$ cat src/rtl/debug_cmd_parser.sv
// Host debug protocol decoder: turns UART bytes into CPU run control,
// breakpoint arming, program-load forwarding and a PING/OK reply.
module debug_cmd_parser #(
    parameter int unsigned TIMEOUT_CYCLES = 1_000_000,
    parameter int unsigned PROG_MAX_WORDS = 16384,
    parameter bit          START_PAUSED   = 1'b1
) (
    input  logic        clk,
    input  logic        rst,
    input  logic [7:0]  rx_data,
    input  logic        rx_valid,
    output logic [7:0]  tx_data,
    output logic        tx_valid,
    input  logic        tx_ready,
    input  logic [31:0] pc,
    input  logic        pc_valid,
    output logic        cpu_pause,
    output logic        step,
    output logic [31:0] bp_addr,
    output logic        bp_valid,
    output logic        bp_hit,
    output logic        prog_active,
    output logic [7:0]  prog_byte,
    output logic        prog_byte_valid,
    output logic        prog_done,
    output logic        err
);

    localparam int TW = $clog2(TIMEOUT_CYCLES + 1);
    localparam int RW = $clog2(PROG_MAX_WORDS * 4 + 1);

    typedef enum logic [1:0] {S_IDLE, S_ARG, S_PROG, S_SEND_OK} state_t;

    state_t        state_q, state_d;
    logic [23:0]   arg_q, arg_d;
    logic [1:0]    nb_q, nb_d;
    logic          is_prog_q, is_prog_d;
    logic [TW-1:0] tmo_q, tmo_d;
    logic [RW-1:0] rem_q, rem_d;
    logic          pause_q, pause_d;
    logic          step_q, step_d;
    logic [31:0]   bpa_q, bpa_d;
    logic          bpv_q, bpv_d;
    logic          hit_q, hit_d;
    logic          pact_q, pact_d;
    logic [7:0]    pbyte_q, pbyte_d;
    logic          pbv_q, pbv_d;
    logic          pdone_q, pdone_d;
    logic          err_q, err_d;
    logic [7:0]    txd_q, txd_d;
    logic          txv_q, txv_d;

    logic [31:0] arg_full;
    logic        timeout;
    logic        cmd_upd;

    assign arg_full = {rx_data, arg_q};
    assign timeout  = (state_q == S_ARG || state_q == S_PROG) && !rx_valid
                      && (tmo_q == TW'(TIMEOUT_CYCLES - 1));

    // Next-state: command decoding first, breakpoint match only if no command acted.
    always_comb begin
        state_d   = state_q;
        arg_d     = arg_q;
        nb_d      = nb_q;
        is_prog_d = is_prog_q;
        rem_d     = rem_q;
        pause_d   = pause_q;
        bpa_d     = bpa_q;
        bpv_d     = bpv_q;
        pact_d    = pact_q;
        pbyte_d   = pbyte_q;
        txd_d     = txd_q;
        txv_d     = txv_q;
        step_d    = 1'b0;
        hit_d     = 1'b0;
        pbv_d     = 1'b0;
        pdone_d   = 1'b0;
        err_d     = 1'b0;
        cmd_upd   = 1'b0;
        tmo_d     = '0;
        if ((state_q == S_ARG || state_q == S_PROG) && !rx_valid)
            tmo_d = tmo_q + TW'(1);

        unique case (state_q)
            S_IDLE: begin
                if (rx_valid) begin
                    case (rx_data)
                        8'h03: begin
                            state_d = S_SEND_OK;
                            txv_d   = 1'b1;
                            txd_d   = 8'h02;
                        end
                        8'h04: begin
                            pause_d = 1'b1;
                            cmd_upd = 1'b1;
                        end
                        8'h05, 8'h07: begin
                            state_d   = S_ARG;
                            is_prog_d = (rx_data == 8'h07);
                            nb_d      = '0;
                        end
                        8'h06: step_d = pause_q;
                        8'hFF: begin
                        end
                        default: err_d = 1'b1;
                    endcase
                end
            end
            S_ARG: begin
                if (timeout) begin
                    err_d   = 1'b1;
                    state_d = S_IDLE;
                    tmo_d   = '0;
                end else if (rx_valid) begin
                    arg_d = {rx_data, arg_q[23:8]};
                    nb_d  = nb_q + 2'd1;
                    if (nb_q == 2'd3) begin
                        state_d = S_IDLE;
                        cmd_upd = 1'b1;
                        if (!is_prog_q) begin
                            bpa_d   = arg_full;
                            bpv_d   = (arg_full != 32'd0);
                            pause_d = 1'b0;
                        end else if (arg_full == 32'd0) begin
                            pdone_d = 1'b1;
                        end else if (arg_full > 32'(PROG_MAX_WORDS)) begin
                            err_d = 1'b1;
                        end else begin
                            rem_d   = RW'({arg_full[29:0], 2'b00});
                            pact_d  = 1'b1;
                            pause_d = 1'b1;
                            state_d = S_PROG;
                        end
                    end
                end
            end
            S_PROG: begin
                if (timeout) begin
                    err_d   = 1'b1;
                    pact_d  = 1'b0;
                    state_d = S_IDLE;
                    tmo_d   = '0;
                end else if (rx_valid) begin
                    pbyte_d = rx_data;
                    pbv_d   = 1'b1;
                    rem_d   = rem_q - RW'(1);
                    if (rem_q == RW'(1)) begin
                        pdone_d = 1'b1;
                        pact_d  = 1'b0;
                        bpv_d   = 1'b0;
                        state_d = S_IDLE;
                    end
                end
            end
            S_SEND_OK: begin
                err_d = rx_valid;
                if (tx_ready) begin
                    txv_d   = 1'b0;
                    txd_d   = 8'h00;
                    state_d = S_IDLE;
                end
            end
            default: state_d = S_IDLE;
        endcase

        if (!cmd_upd && !pause_q && bpv_q && pc_valid && pc == bpa_q) begin
            pause_d = 1'b1;
            bpv_d   = 1'b0;
            hit_d   = 1'b1;
        end
    end

    // State and registered outputs.
    always_ff @(posedge clk) begin
        if (rst) begin
            state_q   <= S_IDLE;
            arg_q     <= '0;
            nb_q      <= '0;
            is_prog_q <= 1'b0;
            tmo_q     <= '0;
            rem_q     <= '0;
            pause_q   <= START_PAUSED;
            step_q    <= 1'b0;
            bpa_q     <= '0;
            bpv_q     <= 1'b0;
            hit_q     <= 1'b0;
            pact_q    <= 1'b0;
            pbyte_q   <= '0;
            pbv_q     <= 1'b0;
            pdone_q   <= 1'b0;
            err_q     <= 1'b0;
            txd_q     <= '0;
            txv_q     <= 1'b0;
        end else begin
            state_q   <= state_d;
            arg_q     <= arg_d;
            nb_q      <= nb_d;
            is_prog_q <= is_prog_d;
            tmo_q     <= tmo_d;
            rem_q     <= rem_d;
            pause_q   <= pause_d;
            step_q    <= step_d;
            bpa_q     <= bpa_d;
            bpv_q     <= bpv_d;
            hit_q     <= hit_d;
            pact_q    <= pact_d;
            pbyte_q   <= pbyte_d;
            pbv_q     <= pbv_d;
            pdone_q   <= pdone_d;
            err_q     <= err_d;
            txd_q     <= txd_d;
            txv_q     <= txv_d;
        end
    end

    assign tx_data         = txd_q;
    assign tx_valid        = txv_q;
    assign cpu_pause       = pause_q;
    assign step            = step_q;
    assign bp_addr         = bpa_q;
    assign bp_valid        = bpv_q;
    assign bp_hit          = hit_q;
    assign prog_active     = pact_q;
    assign prog_byte       = pbyte_q;
    assign prog_byte_valid = pbv_q;
    assign prog_done       = pdone_q;
    assign err             = err_q;

endmodule
$ cat config.mk
export PLATFORM = sky130hd
export DESIGN_NAME = debug_cmd_parser
export DESIGN_NICKNAME = d
export VERILOG_FILES = /design/src/rtl/debug_cmd_parser.sv
export SDC_FILE = /design/constraint.sdc
export NUM_CORES = 1
export LEC_CHECK = 0
export ABC_AREA = 0
export CORE_AREA = 5 5 132 147
export CTS_CLUSTER_SIZE = 14
export DETAILED_ROUTE_END_ITERATION = 6
export DIE_AREA = 0 0 137 152
export PLACE_DENSITY_LB_ADDON = 0.25
export SLEW_MARGIN = 25
export SYNTH_ARGS = -nofsm -noshare
export SYNTH_HDL_FRONTEND = slang
export SYNTH_SLANG_ARGS = --single-unit
$ cat constraint.sdc
create_clock -name clk -period 3.8 [get_ports clk]
set_input_delay 0.76 -clock clk [delete_from_list [all_inputs] [get_ports clk]]
set_output_delay 0.76 -clock clk [all_outputs]
set_load 0.02 [all_outputs]
==> results_dict.tcl, run 1 <==
set metrics [dict create \
    result_of_the_run "finished clean" \
    grt_overflow_total 0 \
    ys_seq_area_share_pct 41.3 \
    antenna_left 0 \
    grt_setup_unrepaired "false" \
    netSwitchingPower_mw 1.06 \
    maximum_number_of_pins_on_one_net_before_global_route_repair 54 \
    io-pin-count 102 \
    synth_area_leaders "dfxtp_1, nand2_1, a21oi_1" \
    fin_skew_ns 0.00862 \
    mean_cell_area_of_the_mapped_netlist_sq_um 7.85 \
    timing.critical_path.from_type "input pin" \
    numCtsBuffers 17 \
    detailedPlacementHpwl_microns 11900 \
    timing.final.max_slew_violations 0 \
    max_freq_ghz 0.321 \
    timing.reg2reg.worst_path_depth 8 \
    final.min_clock_period_ns 3.11 \
    cts_buffer_depth 2 \
    skew_pair_late_insertion_delay_ns 0.42 \
    dp_worst_setup_slack_ns 0.234 \
    post-route-worst-setup-slack_ns 0.686 \
    comb_power_share_pct 19.1 \
    synth_top_area_share_pct 41.3 \
    flow.area_growth_from_synthesis_pct 32.3 \
    number_of_violations_reported_at_the_end_of_detailed_routing_iteration_0 302 \
    end_kind "register" \
    r2r-start "tmo_q[0]" \
    detail_route.wl_per_cell_microns 15.7 \
    post_synth_instance_area_sq_um 5570 \
    grt_usage_pct 16.1 \
    cts_htree_levels 4 \
    globalplace.congestion 0.797 \
    final_hold_violations 0 \
    placed_area_sq_um 6730 \
    timing.hold.worst.start "prog_byte[3]" \
    ctsHoldBuffers 0 \
    synthDistinctLibCells 63 \
    placedCellCount 1022 \
    whs_endpoint "prog_byte[3]" \
    syn_inst 710 \
    r2r_slack_ns 0.90 \
    maxCapViolations 0 \
    synth_enable_flop_cells 0 \
    first_pass_grt_wire_length_microns 26400 \
    largest_voltage_drop_on_the_vdd_net_v 0.000347 \
    fp.dieArea_sq_um 20800 \
    std_cell_rows 52 \
    p_int_mw 2.73 \
    total_power_divided_by_cell_area_nw_per_um2 514 \
    path_clk_slew_ns 0.05 \
    grt_antenna_before_repair 1 \
    slew_headroom_pct 39.8 \
    clock_power_share_pct 46.4 \
    drt_first_pass_iters 5 \
    fin_cells 1052 \
    number_of_global_route_vias_before_repair 4831 \
    final_layout_size_suffix_gt1_share_pct 6.80 \
    worstPathArrival_ns 3.46 \
    vias 5108 \
    leading_cell_types_in_the_layout_fill_and_taps_excluded "nand2_1, dfxtp_1, a21oi_1" \
    report.final.setup_viol 0 \
    clock-root-buffer "clkbuf_16" \
    timing.critical_path.required_ns 4.15 \
    report.power.total_mw 3.79 \
    core_area_sq_um 17900 \
    io_buffer_count 94 \
    stdcell_area_sq_um 7370 \
    register_area_sq_um 2300 \
    multi_input_area_sq_um 3030 \
    postCtsSetupBuffers 0 \
    floorplan.initialDensity_pct 31.1 \
    vias_per_cell 4.86 \
    holdWs_ns 0.460 \
    cts_tree "done" \
    ys.flop_type "dfxtp_1" \
    layout.core_utilization_pct 41.2 \
    synth.ff_latch_count 115 \
    power_leakage_nw 2.59 \
    final.fill_count 1848 \
    clock_sinks 115 \
    rr_endpoint "rem_q[8]" \
    crit_fanout 18 \
    most_common_cell_after_layout_fill_and_taps_aside "nand2_1" \
    min_path_cells 2 \
    final_net_count 851 \
    start_to_end_type_of_the_worst_setup_path "in2reg" \
    diodes 0 \
    chipHeight_microns 152 \
    power.share.switching_pct 27.9 \
    route.detailed.drc 0 \
    ys.warnings.count 0 \
    setup_total_negative_slack_ns 0 \
    sequential_fraction_of_design_power_pct 34.6 \
    totalWireLength_microns 16600 \
    synth_area_leader_cell "dfxtp_1" \
    holdCritPathClass "reg2reg" \
    timing.final.crit_share_pct 82.0 \
    worst_slew_pin_slew_ns 0.903 \
    share_of_flip_flops_with_an_asynchronous_set_or_reset_after_synthesis_pct 0 \
    cts-resized-gates 0 \
    die_width_microns 137 \
]
[metal layers]
layer | up-vias | GRT usage (%) | wire length [microns]
met4 | 2 | 4.85 | 197
met2 | 102 | 26.5 | 8150
met5 | - | 0 | 13
met1 | 2388 | 20.7 | 7490
li1 | 2598 | - | -
met3 | 18 | 4.13 | 709
[worst max-delay path by stage]
stage	start	slack (ns)	depth (start not counted)	end
6_report	rx_data[4]	0.69	8	rem_q[8]
5_1_grt	rx_data[4]	0.51	8	rem_q[8]
4_1_cts	rx_data[4]	0.68	8	rem_q[8]
3_5_place_dp	rx_data[4]	0.23	8	rem_q[8]
3_3_place_gp	rx_data[4]	0.31	8	rem_q[8]
2_1_floorplan	rx_data[3]	1.21	7	rem_q[10]
[final cells by class]
type                       count  share of cell area, %
inverter                      13                  0.662
clock inverter                10                   2.46
sequential                   115                   31.2
multi-input combinational    543                   41.2
timing repair buffer         108                   14.2
tap                          243                   4.12
clock buffer                  20                   6.20
[synthesized netlist by cell type (10+ instances only)]
cell,number
clkbuf_1,33
nor4_1,16
o21ai_0,10
xor2_1,42
nand3_1,14
a21oi_1,97
nor3_1,11
dfxtp_1,115
o21ai_1,10
nand2_1,164
inv_1,13
nor2_1,54
[logic make-up after synthesis]
| group | count (synthesis) | synth area share [%] |
|---|---|---|
| buffers and inverters | 58 | 4.69 |
| DFF | 115 | 41.3 |
| AOI/OAI and AO/OA | 151 | 15.9 |
| and+or+nand+nor | 323 | 27.5 |
| xor gates and xnor gates | 48 | 7.55 |
| other | 1 | 0.0673 |
| adders and majority gates | 8 | 1.80 |
| muxes | 6 | 1.10 |
[registers in the layout, summed over array words and instances, names as in the netlist, 2 cells and up]
signal / cells
tmo_q: 20
nb_q: 2
bp_addr: 32
rem_q: 17
arg_q: 24
prog_byte: 8
state_q: 2
[power groups by stage]
stage | combinational, mW | clock, mW | sequential [mW]
after floorplan | 0.504 | 0 | 1.34
final | 0.723 | 1.76 | 1.31
after global placement | 0.720 | 0 | 1.33
after CTS | 0.727 | 1.78 | 1.31
after detailed placement | 0.724 | 0 | 1.33
after global routing | 0.813 | 1.85 | 1.32
[critical path, cell delays in order]
cell and delay [ns]:
clkdlybuf4s50_1 0.48, or4_4 0.60, nor4_4 0.22, nand4b_1 0.23
o31a_1 0.52, buf_4 0.29, or2_0 0.23, a21oi_1 0.12
(Power assumes the default switching activity.)
==> run 2: changes to the inputs <==
==> constraint.sdc (replaced) <==
create_clock -name clk -period 3.14 [get_ports clk]
set_input_delay 0.628 -clock clk [delete_from_list [all_inputs] [get_ports clk]]
set_output_delay 0.628 -clock clk [all_outputs]
set_load 0.02 [all_outputs]
==> run 2 against run 1 <==
Register-to-register slack worse by 0.32 ns. Worst setup slack got worse by 0.14 ns. Via count grew 2.2%. Sequential share of layout area is 0.17 points lower. Power is 17% higher. Sequential power increased by 21%. Clock skew fell by 0.00066 ns. Sequential cell count stayed put.
==> results_dict.tcl, run 2 (synthesis results as in run 1) <==
set metrics [dict create \
    grt_usage_pct 16.3 \
    globalplace.congestion 0.791 \
    fin_skew_ns 0.00797 \
    cts_tree "done" \
    met3_usage_pct 4.56 \
    grt_antenna_before_repair 0 \
    flow.area_growth_from_synthesis_pct 33.0 \
    holdWs_ns 0.460 \
    antenna_left 0 \
    floorplan.initialDensity_pct 31.1 \
    cts_htree_levels 4 \
    worstPathArrival_ns 2.95 \
    clock_power_share_pct 43.7 \
    min_path_cells 2 \
    chipHeight_microns 152 \
    final_hold_violations 0 \
    start_to_end_type_of_the_worst_setup_path "in2reg" \
    detailedPlacementHpwl_microns 12100 \
    timing.critical_path.required_ns 3.49 \
    max_freq_ghz 0.385 \
    numCtsBuffers 17 \
    report.power.total_mw 4.42 \
    clock_sinks 115 \
    maximum_number_of_pins_on_one_net_before_global_route_repair 58 \
    timing.critical_path.from_type "input pin" \
    route.detailed.drc 0 \
    total_power_divided_by_cell_area_nw_per_um2 596 \
    core_area_sq_um 17900 \
    fp.dieArea_sq_um 20800 \
    final_net_count 863 \
    timing.reg2reg.worst_path_depth 8 \
    timing.final.crit_share_pct 82.8 \
    io_buffer_count 94 \
    layout.core_utilization_pct 41.4 \
    worst_slew_pin_slew_ns 0.947 \
    number_of_violations_reported_at_the_end_of_detailed_routing_iteration_0 297 \
    vias 5222 \
    totalWireLength_microns 16600 \
    diodes 0 \
    cp_slowest_stage_delay_ns 0.60 \
    first_pass_grt_wire_length_microns 26700 \
    sequential_fraction_of_design_power_pct 35.9 \
    cts_buffer_depth 2 \
    gr-max-usage-layer "met2" \
    maxCapViolations 0 \
    holdCritPathClass "reg2reg" \
    comb_power_share_pct 20.4 \
    p_int_mw 3.10 \
    final_layout_size_suffix_gt1_share_pct 8.26 \
    vias_per_cell 4.90 \
    skew_pair_late_insertion_delay_ns 0.42 \
    most_common_cell_after_layout_fill_and_taps_aside "nand2_1" \
    register_area_sq_um 2300 \
    leading_cell_types_in_the_layout_fill_and_taps_excluded "nand2_1, dfxtp_1, a21oi_1" \
    power_leakage_nw 2.60 \
    postCtsSetupBuffers 0 \
    detail_route.wl_per_cell_microns 15.6 \
    slew_headroom_pct 36.8 \
    setup_total_negative_slack_ns 0 \
    crit_fanout 4 \
    cts-resized-gates 0 \
    final.min_clock_period_ns 2.60 \
    report.final.setup_viol 0 \
    max_reg_flops 32 \
    slowest_stage "or4_4" \
    ctsHoldBuffers 0 \
    final.fill_count 1857 \
    crit_path_cell_trace "clkdlybuf4s50_1 -> or4_4 -> nor4_4 -> nand4b_1 -> buf_4 -> a2111o_1 -> a211o_1 -> a21oi_1" \
    result_of_the_run "finished clean" \
    grt_setup_unrepaired "false" \
    die_width_microns 137 \
    timing.final.max_slew_violations 0 \
    grt_overflow_total 0 \
    largest_voltage_drop_on_the_vdd_net_v 0.000400 \
    multi_input_area_sq_um 3030 \
    power.share.switching_pct 29.9 \
    clock-root-buffer "clkbuf_16" \
    drt_first_pass_iters 7 \
    grtUsageMet2_pct 26.2 \
    number_of_global_route_vias_before_repair 4981 \
    grt_use_met1_pct 20.9 \
    std_cell_rows 52 \
    netSwitchingPower_mw 1.32 \
    io-pin-count 102 \
    end_kind "register" \
    path_clk_slew_ns 0.06 \
]
run 2: cell types whose count changed in the layout (fill, tap and decap cells not counted), moves of 2 or more:
cell | before | now
bufinv_16 | 5 | 2
clkinv_2 | 3 | 1
buf_4 | 15 | 27
clkinvlp_4 | 1 | 6
inv_6 | 0 | 2
run 2: final cells by class:
class,instances,area share [%]
flip-flops and latches,115,31.1
repair buffers,120,15.3
multi-input cells,543,40.9
inverters,13,0.658
well taps,243,4.10
clock buffers,21,6.21
clock inverters,11,1.72
run 2: power by group through the flow:
stage	sequential, mW	combinational [mW]	clock, mW
after floorplan	1.62	0.610	0
after global placement	1.62	0.900	0
after detailed placement	1.62	0.899	0
after CTS	1.59	0.904	1.96
after global routing	1.59	1.00	2.04
final	1.59	0.903	1.93
run 2: final timing paths:
kind | from | endpoint | slack (ns)
max | rx_data[3] | state_q[1] | 0.54
max reg2reg | tmo_q[0] | rem_q[2] | 0.58
min | prog_byte[7] | prog_byte[7] | 0.46
min reg2reg | prog_byte[7] | prog_byte[7] | 0.46
run 2: through the flow:
step / setup slack, ns / instance area (sq um) / instances
finish: 0.541 / 7410 / 1066
global route: 0.350 / 7410 / 1066
global placement: 0.133 / 6820 / 1034
floorplan: 0.684 / 5590 / 716
detailed placement: 0.105 / 6820 / 1034
CTS: 0.557 / 7410 / 1066
run 2: per-layer routing:
layer  wire, microns  vias up
li1                -     2631
met1            7390     2456
met2            8110      117
met3             810       18
met4             300        0
met5               0        -
run 2: worst max-delay path, delay by kind of cell:
family | cells | cell delay (ns)
buffers and inverters | 2 | 0.60
AO/OA/AOI/OAI | 3 | 0.77
AND/OR/NAND/NOR | 3 | 0.94
